--- src/rtl/stock_word_packer_pkg.sv ---
// Shared types, action codes and stock-word field layout for the packer and the evaluator.
package stock_word_packer_pkg;

  typedef enum logic [1:0] {
    COLLECT0 = 2'd0,
    COLLECT1 = 2'd1,
    COLLECT2 = 2'd2,
    HOLD     = 2'd3
  } pack_state_t;

  localparam logic [15:0] ACT_FAIL     = 16'd0;
  localparam logic [15:0] ACT_SELL     = 16'd1;
  localparam logic [15:0] ACT_STAY_OUT = 16'd2;
  localparam logic [15:0] ACT_BUY      = 16'd3;
  localparam logic [15:0] ACT_BUY_MORE = 16'd4;
  localparam logic [15:0] ACT_WAIT     = 16'd5;
  localparam logic [15:0] ACT_BUY_DIP  = 16'd6;
  localparam logic [15:0] ACT_KEEP     = 16'd7;
  localparam logic [15:0] ACT_HOLD     = 16'd8;

  localparam int DAY_W     = 5;
  localparam int OWNED_BIT = 15;
  localparam int DAY1_MSB  = 14;
  localparam int DAY1_LSB  = 10;
  localparam int DAY2_MSB  = 9;
  localparam int DAY2_LSB  = 5;
  localparam int DAY3_MSB  = 4;
  localparam int DAY3_LSB  = 0;

  // Sell clears ownership, any buy/keep flavour sets it, everything else leaves it alone.
  function automatic logic owned_next(input logic cur, input logic [15:0] code);
    case (code)
      ACT_SELL:                                    return 1'b0;
      ACT_BUY, ACT_BUY_MORE, ACT_BUY_DIP, ACT_KEEP: return 1'b1;
      ACT_FAIL, ACT_STAY_OUT, ACT_WAIT, ACT_HOLD:  return cur;
      default:                                     return cur;
    endcase
  endfunction

  function automatic logic [15:0] pack_word(input logic own,
                                            input logic [DAY_W-1:0] d1,
                                            input logic [DAY_W-1:0] d2,
                                            input logic [DAY_W-1:0] d3);
    logic [15:0] w;
    w                     = '0;
    w[OWNED_BIT]          = own;
    w[DAY1_MSB:DAY1_LSB]  = d1;
    w[DAY2_MSB:DAY2_LSB]  = d2;
    w[DAY3_MSB:DAY3_LSB]  = d3;
    return w;
  endfunction

endpackage

--- src/rtl/stock_word_packer_if.sv ---
// Price/action inputs and packed-word outputs of the stock word packer.
interface stock_word_packer_if #(
  parameter int PRICE_W = 16
);
  logic               price_valid;
  logic [PRICE_W-1:0] price_in;
  logic               price_ready;
  logic               action_valid;
  logic [15:0]        action_code;
  logic [15:0]        stock_out;
  logic               word_valid;
  logic               frame_start;
  logic               owned;

  modport master (
    output price_valid, price_in, action_valid, action_code,
    input  price_ready, stock_out, word_valid, frame_start, owned
  );

  modport slave (
    input  price_valid, price_in, action_valid, action_code,
    output price_ready, stock_out, word_valid, frame_start, owned
  );
endinterface

--- src/rtl/stock_word_packer_price_quantizer.sv ---
// Combinational price quantizer: subtract floor, shift down, saturate to a 5-bit day field.
module stock_word_packer_price_quantizer #(
  parameter int PRICE_W    = 16,
  parameter int PRICE_BASE = 0,
  parameter int Q_SHIFT    = 11
) (
  input  logic [PRICE_W-1:0] i_price,
  output logic [4:0]         o_q
);

  localparam logic [PRICE_W-1:0] BASE = PRICE_W'(PRICE_BASE);

  function automatic logic [4:0] sat5(input logic [PRICE_W-1:0] v);
    if (v > PRICE_W'(31)) return 5'd31;
    else                  return v[4:0];
  endfunction

  logic [PRICE_W-1:0] w_diff;
  logic [PRICE_W-1:0] w_shift;

  always_comb begin
    w_diff  = i_price - BASE;
    w_shift = w_diff >> Q_SHIFT;
    // Prices below the floor would wrap in the subtraction, so clamp them to zero.
    o_q     = (i_price < BASE) ? 5'd0 : sat5(w_shift);
  end

endmodule

--- src/rtl/stock_word_packer.sv ---
// Collects three quantized daily prices plus ownership into a 16-bit stock word held for one frame.
// Optional PACKER_SLIDING_WINDOW_EN: after the first frame each new sample shifts the window and packs a word.
module stock_word_packer
  import stock_word_packer_pkg::*;
#(
  parameter int PRICE_W     = 16,
  parameter int PRICE_BASE  = 0,
  parameter int Q_SHIFT     = 11,
  parameter int HOLD_CYCLES = 6
) (
  input  logic             clk,
  input  logic             rst,
  stock_word_packer_if.slave bus
);

  localparam int CNT_W = (HOLD_CYCLES > 1) ? $clog2(HOLD_CYCLES) : 1;
  localparam logic [CNT_W-1:0] CNT_LAST = CNT_W'(HOLD_CYCLES - 1);

  pack_state_t  r_state;
  logic [4:0]   r_day1;
  logic [4:0]   r_day2;
  logic [15:0]  r_stock;
  logic         r_word_valid;
  logic         r_frame_start;
  logic         r_owned;
  logic         r_ready;
  logic [CNT_W-1:0] r_cnt;
`ifdef PACKER_SLIDING_WINDOW_EN
  logic [4:0]   r_day3;
  logic         r_filled;
`endif

  logic [4:0]   w_q;
  logic         w_xfer;

  stock_word_packer_price_quantizer #(
    .PRICE_W   (PRICE_W),
    .PRICE_BASE(PRICE_BASE),
    .Q_SHIFT   (Q_SHIFT)
  ) u_quant (
    .i_price(bus.price_in),
    .o_q    (w_q)
  );

  assign w_xfer = bus.price_valid && r_ready;

  always_ff @(posedge clk or posedge rst) begin
    if (rst) begin
      r_state       <= COLLECT0;
      r_day1        <= '0;
      r_day2        <= '0;
      r_stock       <= '0;
      r_word_valid  <= 1'b0;
      r_frame_start <= 1'b0;
      r_owned       <= 1'b0;
      r_ready       <= 1'b0;
      r_cnt         <= '0;
`ifdef PACKER_SLIDING_WINDOW_EN
      r_day3        <= '0;
      r_filled      <= 1'b0;
`endif
    end else begin
      // Packing below reads the pre-update r_owned, so a same-edge action lands in the next word.
      if (bus.action_valid) r_owned <= owned_next(r_owned, bus.action_code);

      case (r_state)
        COLLECT0: begin
          r_ready <= 1'b1;
          if (w_xfer) begin
            r_day1  <= w_q;
            r_state <= COLLECT1;
          end
        end
        COLLECT1: begin
          r_ready <= 1'b1;
          if (w_xfer) begin
            r_day2  <= w_q;
            r_state <= COLLECT2;
          end
        end
        COLLECT2: begin
          r_ready <= 1'b1;
          if (w_xfer) begin
`ifdef PACKER_SLIDING_WINDOW_EN
            if (r_filled) begin
              r_day1  <= r_day2;
              r_day2  <= r_day3;
              r_stock <= pack_word(r_owned, r_day2, r_day3, w_q);
            end else begin
              r_stock <= pack_word(r_owned, r_day1, r_day2, w_q);
            end
            r_day3   <= w_q;
            r_filled <= 1'b1;
`else
            r_stock <= pack_word(r_owned, r_day1, r_day2, w_q);
`endif
            r_word_valid  <= 1'b1;
            r_frame_start <= 1'b1;
            r_cnt         <= '0;
            r_ready       <= 1'b0;
            r_state       <= HOLD;
          end
        end
        HOLD: begin
          r_frame_start <= 1'b0;
          if (r_cnt == CNT_LAST) begin
            r_word_valid <= 1'b0;
            r_ready      <= 1'b1;
`ifdef PACKER_SLIDING_WINDOW_EN
            r_state      <= COLLECT2;
`else
            r_state      <= COLLECT0;
`endif
          end else begin
            r_cnt <= r_cnt + 1'b1;
          end
        end
        default: r_state <= COLLECT0;
      endcase
    end
  end

  assign bus.price_ready = r_ready;
  assign bus.stock_out   = r_stock;
  assign bus.word_valid  = r_word_valid;
  assign bus.frame_start = r_frame_start;
  assign bus.owned       = r_owned;

endmodule

--- src/flat_wrapper.sv ---
// flat-port wrapper written by rule: the top's interface ports become plain ports
module stock_word_packer_flat import stock_word_packer_pkg::*;
#(
  parameter int PRICE_W     = 16,
  parameter int PRICE_BASE  = 0,
  parameter int Q_SHIFT     = 11,
  parameter int HOLD_CYCLES = 6
)
  (clk, rst, bus_price_valid, bus_price_in, bus_action_valid, bus_action_code, bus_price_ready, bus_stock_out, bus_word_valid, bus_frame_start, bus_owned);
  stock_word_packer_if #(.PRICE_W(PRICE_W)) bus_i ();
  input  logic clk;
  input  logic rst;
  input wire logic [$bits(bus_i.price_valid)-1:0] bus_price_valid;
  input wire logic [$bits(bus_i.price_in)-1:0] bus_price_in;
  input wire logic [$bits(bus_i.action_valid)-1:0] bus_action_valid;
  input wire logic [$bits(bus_i.action_code)-1:0] bus_action_code;
  output wire logic [$bits(bus_i.price_ready)-1:0] bus_price_ready;
  output wire logic [$bits(bus_i.stock_out)-1:0] bus_stock_out;
  output wire logic [$bits(bus_i.word_valid)-1:0] bus_word_valid;
  output wire logic [$bits(bus_i.frame_start)-1:0] bus_frame_start;
  output wire logic [$bits(bus_i.owned)-1:0] bus_owned;
  assign bus_i.price_valid = bus_price_valid;
  assign bus_i.price_in = bus_price_in;
  assign bus_i.action_valid = bus_action_valid;
  assign bus_i.action_code = bus_action_code;
  assign bus_price_ready = bus_i.price_ready;
  assign bus_stock_out = bus_i.stock_out;
  assign bus_word_valid = bus_i.word_valid;
  assign bus_frame_start = bus_i.frame_start;
  assign bus_owned = bus_i.owned;
  stock_word_packer #(.PRICE_W(PRICE_W), .PRICE_BASE(PRICE_BASE), .Q_SHIFT(Q_SHIFT), .HOLD_CYCLES(HOLD_CYCLES)) u_core (.clk(clk), .rst(rst), .bus(bus_i));
endmodule
--- config.mk ---
export PLATFORM = sky130hd
export DESIGN_NAME = stock_word_packer_flat
export DESIGN_NICKNAME = d
export VERILOG_FILES = /design/src/rtl/stock_word_packer_pkg.sv /design/src/rtl/stock_word_packer_if.sv /design/src/rtl/stock_word_packer_price_quantizer.sv /design/src/rtl/stock_word_packer.sv /design/src/flat_wrapper.sv
export SDC_FILE = /design/constraint.sdc
export NUM_CORES = 1
export LEC_CHECK = 0
export BUFFER_PORTS_ARGS = -buffer_cell sky130_fd_sc_hd__buf_2
export CORE_ASPECT_RATIO = 0.8
export CORE_UTILIZATION = 48
export DETAILED_ROUTE_END_ITERATION = 10
export GPL_ROUTABILITY_DRIVEN = 0
export PLACE_DENSITY = 0.83
export REMOVE_ABC_BUFFERS = 1
export SKIP_LAST_GASP = 1
export SLEW_MARGIN = 0
export SYNTH_ARGS = -nofsm -noshare
export SYNTH_HDL_FRONTEND = slang
export SYNTH_SLANG_ARGS = --single-unit
--- constraint.sdc ---
create_clock -name clk -period 2.1 [get_ports clk]
set_input_delay 0.105 -clock clk [delete_from_list [all_inputs] [get_ports clk]]
set_output_delay 0.105 -clock clk [all_outputs]
set_load 0.01 [all_outputs]
==> run metrics <==
Final Hold Fails=0; Max Slew Vio Count=0; Layout area overhead=22.8%; Setup violations, final=0; Worst-path clk slew=0.07 ns; clk buf depth=2; overflow left after global routing=0; CP endpoint kind=register; DR vias=about 1100; IO Port Bufs=44; WL final=2.77 mm; fin crit period=1.78 ns; pin count of the biggest net entering global routing=36; pre-CTS setup slack=0.339 ns; synthesized flop and latch total=35; register area share after synthesis=about 57%; CP startpoint kind=register; gr usage total=19.0%; core footprint=3090 um2; critical-path maximum fanout=6; hold_ws=0.0656 ns; DR DRC count=0; top-area cell type share of the netlist area=56.7%; antenna cells=0; root buffer cell=clkbuf_8; Yosys warnings=0; Die X=65.4 um; CTS tree=yes; Clk Latency, worst-skew pair=0.30 ns; Worst EP required=2.28 ns; Storage cell area=876 um2; Cell Area, Synth=roughly 1500 um2; multi-input logic area=634 um2; Synth async-reset ratio=100%; number of flops mapped to enable cells by yosys=0; synth unique cells=23; Vias/cell=5.34; ranking of synthesized cells by area=dfrtp_1 57%, mux2_2 20%, ha_1 5.7%; 1st-iter DRT viols=57; initial antenna violation count=0; Worst Hold Depth=2; first-pass GRT wire length=4.59 mm; Post-CTS Setup Inserts=0; GR peak layer=met2; final clock skew=0.00915 ns; IO Pins=56; 1st-pass router iterations=4; final-layout fill cell count=242; reg2reg path depth=6; CTS Buf Count=5; vias in the first global route=1052; met2 Use GR=29.9%; top-count cell post-synth=dfrtp_1; Mapped Avg Cell Area=13.2 um2; RSZ-0062 raised after global routing=false; fraction of layout cells with a size suffix above 1=48.8%; Primary FF master, synth=dfrtp_1; VDD IR max=around 0.00052 V; post-route setup slack=0.318 ns; num rows=18; die area=about 3500 um2; fmax=0.561 GHz; fin crit share=84.8%; initial core utilization=50.1%; max cap viols=0; Slew @ Worst Pin=roughly 0.43 ns; largest area contributor in the netlist=dfrtp_1; met3 GRT Util=5.43%; Clock Sinks=35; Tightest Hold Check Type=input port to register; Gate Count Post-Synth=117; PwrDens=1430 nW/um2; final net count=210; Worst EP arrival=1.96 ns; GRT met1 Usage=22.6%; Post-synth top cells=35 x dfrtp_1, 28 x mux2_2, 7 x ha_1, 7 x nand2_1, 5 x nor2_1; leak pwr=approximately 0.9 nW; Routed Antenna Nets=0; kind of critical path=register to register; depth of the CTS H-tree=2; wire per inst=13.3 um; Setup TNS=0 ns; outcome=complete, no violations; Detail Placement HPWL=2.03 mm; Worst slew margin=71.7%; Die Y=52.8 um
==> cells by family after synthesis <==
family / share of synthesized area [%]
muxes: 21.7
adders and majority gates: 5.67
DFF: 56.7
AOI/OAI and AO/OA: 5.59
buffers and inverters: 2.27
and+or+nand+nor: 8.10
==> worst max-delay path: stages (launching register included) <==
cell	delay (ns)
dfrtp_1	0.39
inv_1	0.11
ha_1	0.30
nor3_1	0.20
a21oi_1	0.06
a21oi_1	0.25
mux2_2	0.37
==> report_power, final <==
part | internal [mW] | switching [mW] | total [mW]
clock network | 0.231 | 0.239 | 0.471
logic | 0.563 | 0.508 | 1.07
registers | 0.991 | 0.180 | 1.17
==> path summary, 6_finish.rpt <==
kind                                          startpoint                                  end  slack, ns
max                        u_core.r_state[0]$_DFFE_PP0P_        u_core.r_state[1]$_DFFE_PP0P_       0.32
min                                     bus_price_in[12]         u_core.r_day2[1]$_DFFE_PP0P_       0.07
max reg2reg                u_core.r_state[0]$_DFFE_PP0P_        u_core.r_state[1]$_DFFE_PP0P_       0.32
min reg2reg                 u_core.r_day2[4]$_DFFE_PP0P_         u_core.r_day2[4]$_DFFE_PP0P_       0.50
max in group asynchronous                            rst  u_core.bus.stock_out[0]$_DFFE_PP0P_       1.35
min in group asynchronous                            rst  u_core.bus.stock_out[1]$_DFFE_PP0P_       0.43
==> final cells by class <==
class | instances | share of cell area (%)
tap | 40 | 2.64
clock buffer | 6 | 3.82
sequential | 35 | 46.1
clock inverter | 2 | 0.659
timing repair buffer | 46 | 12.5
inverter | 4 | 0.791
multi-input combinational | 75 | 33.4
==> sequential cells by signal, summed over array words and instances, names as in the netlist <==
name and flops:
u_core.r_state 2, u_core.bus.stock_out 16, u_core.bus.frame_start 1, u_core.bus.word_valid 1
u_core.r_cnt 3, u_core.bus.price_ready 1, u_core.r_day2 5, u_core.r_day1 5
u_core.bus.owned 1
==> what timing repair did <==
item,in CTS,in global routing
hold buffers,1,0
resized for setup,0,0
endpoints found under the hold margin,35,0
==> layout by cell type, fill, tap and decap left out <==
cell type	instances
a21bo_2	1
a21oi_1	4
a22o_1	2
a31oi_1	2
buf_2	44
buf_4	1
clkbuf_1	1
clkbuf_8	5
clkinv_2	1
clkinvlp_4	1
dfrtp_1	35
dlygate4sd3_1	1
ha_1	7
inv_1	4
mux2_2	28
mux2i_1	2
nand2_1	7
nand3_1	4
nand3_4	1
nand4_1	1
nor2_1	5
nor3_1	3
nor4_1	2
nor4b_1	1
o21ai_0	3
o21ai_1	1
o22ai_1	1
==> routing by layer <==
layer / vias to the layer above / share of wire, %
met3: 8 / 8.0
met4: 0 / 2.3
met1: 541 / 45
li1: 520 / -
met2: 42 / 45
met5: - / 0
==> stage by stage <==
step / cell area [um2] / util [%] / power [mW] / std cells
2_1_floorplan: 1530 / - / 1.91 / 114
3_3_place_gp: 1800 / 58.4 / 2.18 / 199
3_5_place_dp: 1800 / 58.4 / 2.27 / 199
4_1_cts: 1900 / 61.5 / 2.74 / 208
5_1_grt: 1900 / 61.5 / 2.92 / 208
6_report: 1900 / 61.5 / 2.71 / 208
(Power assumes the default switching activity.)
